## config.mk

```make
export PLATFORM = sky130hd
export DESIGN_NAME = op_select_encoder
export DESIGN_NICKNAME = d
export VERILOG_FILES = /design/src/rtl/op_select_encoder.sv
export SDC_FILE = /design/constraint.sdc
export NUM_CORES = 1
export LEC_CHECK = 0
export ABC_AREA = 0
export BUFFER_PORTS_ARGS = -buffer_cell sky130_fd_sc_hd__buf_2
export CORE_MARGIN = 3
export CORE_UTILIZATION = 60
export CTS_BUF_LIST = sky130_fd_sc_hd__clkbuf_2 sky130_fd_sc_hd__clkbuf_4 sky130_fd_sc_hd__clkbuf_8
export DETAILED_ROUTE_END_ITERATION = 10
export GPL_TIMING_DRIVEN = 0
export MAX_ROUTING_LAYER = met4
export PLACE_DENSITY = 0.8
export SLEW_MARGIN = 20
export SYNTH_ARGS = -nofsm -noshare
export SYNTH_HDL_FRONTEND = slang
export SYNTH_SLANG_ARGS = --single-unit
```

## constraint.sdc

```tcl
create_clock -name clk -period 4.7 [get_ports clk]
set_clock_uncertainty 0.1 [all_clocks]
set_input_delay 0.235 -clock clk [delete_from_list [all_inputs] [get_ports clk]]
set_output_delay 0.235 -clock clk [all_outputs]
set_load 0.03 [all_outputs]
```

## src/rtl/op_select_encoder.sv

```systemverilog
// Collects one-hot/multi-hot operation-select requests into a pending register and
// re-encodes them, one per handshake, into 3-bit ALU operation codes.
module op_select_encoder #(
   parameter bit ROUND_ROBIN = 1'b1
) (
   input  logic       clk,
   input  logic       reset,
   input  logic [7:0] select,
   output logic [2:0] operation,
   output logic       op_valid,
   input  logic       op_ready,
   output logic [6:0] pending,
   output logic       busy,
   output logic       err
);

   logic [2:0] last_grant;
   logic [2:0] grant_idx;
   logic       found;
   logic       load;
   logic [6:0] grant_mask;

   // Index arithmetic is modulo 7, so code 7 can never be produced.
   function automatic logic [2:0] wrap7(input logic [3:0] s);
      return (s >= 4'd7) ? 3'(s - 4'd7) : s[2:0];
   endfunction

   always_comb begin
      grant_idx = 3'd0;
      found     = 1'b0;
      if (ROUND_ROBIN) begin
         for (int k = 1; k <= 7; k++) begin
            if (!found && pending[wrap7({1'b0, last_grant} + 4'(k))]) begin
               found     = 1'b1;
               grant_idx = wrap7({1'b0, last_grant} + 4'(k));
            end
         end
      end else begin
         for (int i = 6; i >= 0; i--) begin
            if (pending[i]) begin
               found     = 1'b1;
               grant_idx = 3'(i);
            end
         end
      end
   end

   assign load       = !op_valid || op_ready;
   assign grant_mask = (load && found) ? (7'b1 << grant_idx) : 7'b0;
   assign busy       = (|pending) | op_valid;

   always_ff @(posedge clk) begin
      if (reset) begin
         pending    <= 7'd0;
         operation  <= 3'd0;
         op_valid   <= 1'b0;
         err        <= 1'b0;
         last_grant <= 3'd6;
      end else begin
         // A fresh request on the granted index wins over its clear.
         pending <= (pending & ~grant_mask) | select[6:0];
         if (select[7])
            err <= 1'b1;
         if (load) begin
            op_valid <= found;
            if (found) begin
               operation  <= grant_idx;
               last_grant <= grant_idx;
            end
         end
      end
   end

endmodule

```

==> Word level (Yosys, flattened, before mapping) <==
Index checks and enable logic that the tools add are counted.
{ "classes": {"n_addsub": 14, "magnitude_cmp": 14, "n_shift": 1, "muxes": 36, "bitwise": 4, "reduce_logical": 17} }
{ "op_table": {"columns": ["cell", "count"], "rows": [
  ["two-way mux 3 bit", 14],
  [">= comparator 4 x 3 -> 1 bit (second input constant)", 7],
  ["less-than comparator 3 x 4 -> 1 bit (second input constant)", 7],
  ["binary-select mux 1 bit (select 3 bit)", 7],
  ["subtractor 3 bit (second input constant)", 7],
  ["adder 3 x 3 -> 4 bit (second input constant)", 4],
  ["two-way mux 1 bit", 14],
  ["adder 3 x 2 -> 4 bit (second input constant)", 2],
  ["AND 7 bit", 1],
  ["logical AND 1 bit", 7],
  ["zero test 1 bit", 7],
  ["two-way mux 7 bit", 1],
  ["NOT 7 bit", 1],
  ["bitwise OR 7 bit", 1],
  ["OR reduction 7 bit", 1],
  ["<< shifter 1 x 3 -> 7 bit (first input constant)", 1],
  ["adder 3 x 1 -> 4 bit (second input constant)", 1],
  ["AND reduction 2 bit", 1],
  ["logical OR 1 bit", 1],
  ["bitwise OR 1 bit", 1]
]} }
{ "totals": {"reg_bits": 15, "out_inout_bits": 13} }

==> Longest topological paths before layout <==
{ "depth": {"ltp_word": 29, "mapped_depth": 16, "mapped_depth_nobuf": 13} }

==> Worst setup path before layout <==
No wires, ideal clock.
{ "synth_path": {"path_type": "register to register", "start": "reg last_grant[1]", "end": "reg pending[6]", "setup_time_ns": 0.091, "arrival_time_ns": 3.428, "path_slack_ns": 1.081, "stages_incl_launch_ff": 14, "cell_sequence": "dfxtp_1 buf_2 inv_1 ha_1 clkbuf_1 a21boi_1 mux4_2 mux2i_1 nand2b_1 o2111ai_1 a31oi_1 o21ai_2 nor2b_1 a311oi_1"} }
{ "synth_between": {"elab_chain_cells": 29} }
{ "synth_lines": {"columns": ["item", "line_no", "rtl"], "rows": [
  ["start, declared", "17", "logic [2:0] last_grant;"],
  ["start signal, assigned", "68", "last_grant <= grant_idx;"],
  ["adder 3 x 1 -> 4 bit", "33, 35", null],
  [">= comparator 4 x 3 -> 1 bit / subtractor 3 bit (equally long branches)", "25", "return (s >= 4'd7) ? 3'(s - 4'd7) : s[2:0];"],
  ["two-way mux 3 bit", "25", null],
  ["binary-select mux 1 bit (select 3 bit)", "33", "if (!found && pending[wrap7({1'b0, last_grant} + 4'(k))]) begin"],
  ["two-way mux 1 bit (implied by the code)", "33", null],
  ["two-way mux 1 bit", "33", null],
  ["zero test 1 bit", "33", null],
  ["logical AND 1 bit", "33", null],
  ["(+13 left out)", null, null],
  ["zero test 1 bit", "33", null],
  ["logical AND 1 bit", "33", null],
  ["two-way mux 3 bit / two-way mux 1 bit (equally long branches)", "33", null],
  ["<< shifter 1 x 3 -> 7 bit / logical AND 1 bit (equally long branches)", "49", "assign grant_mask = (load && found) ? (7'b1 << grant_idx) : 7'b0;"],
  ["two-way mux 7 bit (*)", "49", null],
  ["NOT 7 bit (*)", "61", "pending <= (pending & ~grant_mask) | select[6:0];"],
  ["AND 7 bit (*)", "61", null],
  ["bitwise OR 7 bit (*)", "61", null],
  ["end signal, assigned", "61", null],
  ["end, declared", "12", "output logic [6:0] pending,"]
]} }
Every way passes the cells marked *; elsewhere a longest branch is shown, timed or not. The select of a mux whose other input is x is not followed.
A chain may end at the register's enable or synchronous reset.

==> Worst setup path in the final report <==
{ "layout_path": {"start": "reg last_grant[1]", "end": "reg pending[4]"} }
The elaborated chain is that of the path after synthesis.

==> summary by stage <==
Outcome
The flow ran to the end, and the final reports show no timing, DRC or antenna violations.

Global route
The initial antenna violation count was 0. Entering global routing, the biggest net connects 11 pins. Global routing consumed, over all layers together, 32.9% of the routing resources.

The number of global-route vias before repair is 2,685. The global-route wire length before repair is 13,500 um. The remaining global-route overflow is 0.

Setup path
The cell with the largest stage delay on the worst path is dfxtp_1. The cell count of the worst reg-to-reg path is 15. The cell repeated most along the worst path is inv_1.

Data on the critical path arrives at its endpoint at 4.44 ns. Among cell families on the critical path, the largest total delay comes from compound AO/OA/AOI/OAI gates. The count of buffer and inverter cells on the critical path is 4.

The critical path launch point type is a register. STA classifies the critical path endpoint as a register. For this run, the slowest stage of the critical path takes 0.42 ns. The required arrival time at the worst endpoint is 4.77 ns. The worst setup path category is register to register. The total number of cells along the worst setup path is 15. The signal on the critical path passes through buf_2, inv_1, ha_1, inv_1, fa_1, clkbuf_1, nor2b_1, a21oi_1, o22ai_1, nor2_1, o311ai_0, a22oi_1, o31a_1, o21a_1, a311oi_1. The maximum fanout along the worst path is 10.

STA
The pin slew with the least headroom to its limit is 0.586 ns. The final count of hold timing violations is 0. Setup repair after global routing left no endpoint under its margin. The worst path setup slack after routing is 0.323 ns. The final setup violation count is 0. Subtracting the final worst setup slack from the clock period gives 4.38 ns. The setup TNS is 0 ns. Measured against its own limit, the worst slew margin works out to 61.0%. For this run, the top clock speed supported by timing is 0.228 GHz. Of the available clock period, the critical path in the final layout requires 93.1%. The number of max-slew violations in the final report came to 0.

Floorplan
The floorplan has 23 rows. The chip height is 72.4 um. The starting utilization of the core area is 64.4%. The placeable core region is 4120 um2. From left edge to right edge, the die measures 72.4 um.

The I/O pin count is 24. The area of the die is 5250 um2.

Place
After legalization and detailed placement, the total HPWL measured 5990 um. The final estimated routing congestion in global placement is 0.969. The number of port buffers is 23. The setup slack after placement is 0.310 ns.

Routing
The first routing iteration left 317 violations. The routed via count is 2,867. After detailed routing, the average wire length per cell comes to 19.1 um. The antenna violation net count after detailed routing is 0.

For this run, the detailed router's first-pass iteration total came to 6. The post-detailed-route DRC marker count is 0. The average via count per standard cell is 6.93. The total wire length is 7910 um.

Final layout
The fraction of layout instances using a drive strength above 1 is 22.0%. The most common cell after layout, fill and taps aside is buf_2. The number of diodes is 0. The area taken by multi-input logic gates is 2160 um2. The net count of the finished layout is 387. Cells fill 70.1% of the core in the end.

From synthesis to final layout, the design area changed by 8.98%. The library cells used most frequently in the layout, excluding fill and tap cells, are buf_2, nand2_1, nor2_1, mux2i_1, dfxtp_1. The filler cells instantiated in the layout total 349.

Across the whole layout, storage elements account for 280 um2.

Synth
The most used flip-flop cell after synthesis is dfxtp_1. The mean instance size in the synthesized netlist is 7.86 um2. The cell type with the largest total area after synthesis is dfxtp_1. The area of the mapped netlist is 2650 um2.

After synthesis, the largest area contributor takes up 10.6% of total cell area. Counting flops and latches in the post-synthesis netlist gives 14. The synthesized netlist contains 79 unique library cells. In the post-synthesis netlist, the biggest area contributors are dfxtp_1, mux2i_1, ha_1. The share of the Yosys chip area taken by registers is 10.6%.

Counting flops with a built-in enable in the synthesized netlist gives 0. After technology mapping, the gate count stands at 337. The fraction of registers with async set or reset after synthesis is 0%.

The post-synth net total is 359. The number of synthesis warnings is 0.

Clock tree
The post-CTS repair timing setup buffer count is 0. TritonCTS built the clock tree. The number of sinks on the clock net is 14.

The maximum number of buffers from clock root to sink is 2. For the worst-skew pair, the clock arrives at the later sink with an insertion delay of 0.26 ns. The total number of H-tree levels is 1.

The clock-pin slew reported for the worst setup and hold paths after clock tree synthesis is 0.06 ns. The number of clock buffers added by TritonCTS is 3. The root buffer cell is clkbuf_8.

Worst hold path
In this run the worst hold path is classified as input pin to register. Counting instances, the worst hold path has a depth of 3.

Run
The max-cap check violation count is 0.
==> kinds of logic after synthesis <==
group	count (synthesis)	synth area share (%)
compound gates	94	28.2
xor+xnor	8	3.50
fa+ha+maj	11	5.48
buf+inv	39	7.89
flops	14	10.6
mux	29	13.6
simple gates	142	30.8
==> what timing repair did <==
| action | in CTS | in global routing |
|---|---|---|
| endpoints found under the setup margin | 0 | 5 |
| resized for setup | 0 | 2 |
| hold endpoints to repair | 0 | 0 |
| hold buffers | 0 | 0 |
==> per-layer routing <==
metal | global-route usage (%) | up-vias | part of all wire [%]
met5 | - | - | 0
met4 | 13.9 | 0 | 2.6
met3 | 3.19 | 26 | 7.9
met2 | 50.6 | 136 | 47
met1 | 44.2 | 1365 | 43
li1 | - | 1340 | -
==> worst register-to-register path, delay by kind of cell (launching register included) <==
family                     cells  cell delay [ns]
DFF                            1             0.42
buffers and inverters          4             0.87
and+or+nand+nor                2             0.52
AOI/OAI and AO/OA              7             1.97
adders and majority gates      2             0.43
==> registers in the layout (all words and copies together), names as in the netlist <==
register	count
pending	7
last_grant	3
err	1
operation	2
op_valid	1
==> cells in the mapped netlist (3+ instances only) <==
cell type / number
o221ai_1: 3
xnor2_1: 3
a311oi_1: 8
buf_4: 5
nand2b_1: 12
or2_2: 5
nor3_1: 10
dfxtp_1: 14
buf_2: 10
mux4_2: 4
mux2i_1: 19
and3_1: 4
a21o_1: 6
xor2_1: 3
nand4_1: 3
clkbuf_1: 10
nor4b_1: 3
nor2_1: 25
o211ai_1: 6
nor3b_1: 5
a21oi_1: 10
a22oi_1: 3
o21ai_0: 10
o2111ai_1: 3
inv_1: 9
o21bai_1: 3
and3b_1: 6
mux2_2: 5
nand2_1: 30
a31oi_1: 4
o311ai_0: 3
nor4_1: 3
o22ai_1: 4
a221oi_1: 3
nand3_1: 10
ha_1: 10
o21ai_1: 3
nor2b_1: 8
==> area by class of cell <==
type	instances	share of cell area, %
plain buffers	30	6.11
inverters	9	1.17
well taps	50	2.17
multi-input cells	284	74.9
repair buffers	23	3.99
flip-flops and latches	14	9.71
clock buffers	4	1.91
==> final timing paths <==
| path | startpoint | end | slack [ns] |
|---|---|---|---|
| max | last_grant[1] | pending[4] | 0.32 |
| min | select[7] | err | 0.09 |
| max reg2reg | last_grant[1] | pending[4] | 0.32 |
| min reg2reg | operation[1] | operation[1] | 0.36 |
==> through the flow <==
| step | instances | hold slack [ns] | area (um2) |
|---|---|---|---|
| 6_report | 414 | 0.0899 | 2890 |
| 5_1_grt | 414 | 0.115 | 2890 |
| 4_1_cts | 414 | 0.0876 | 2880 |
| 3_5_place_dp | 410 | 0.348 | 2830 |
| 2_1_floorplan | 337 | 0.207 | 2650 |
| 3_3_place_gp | 410 | 0.341 | 2830 |
Power is not shown: default switching activity piles up to over one toggle a cycle in this logic, so the estimate is an artifact.
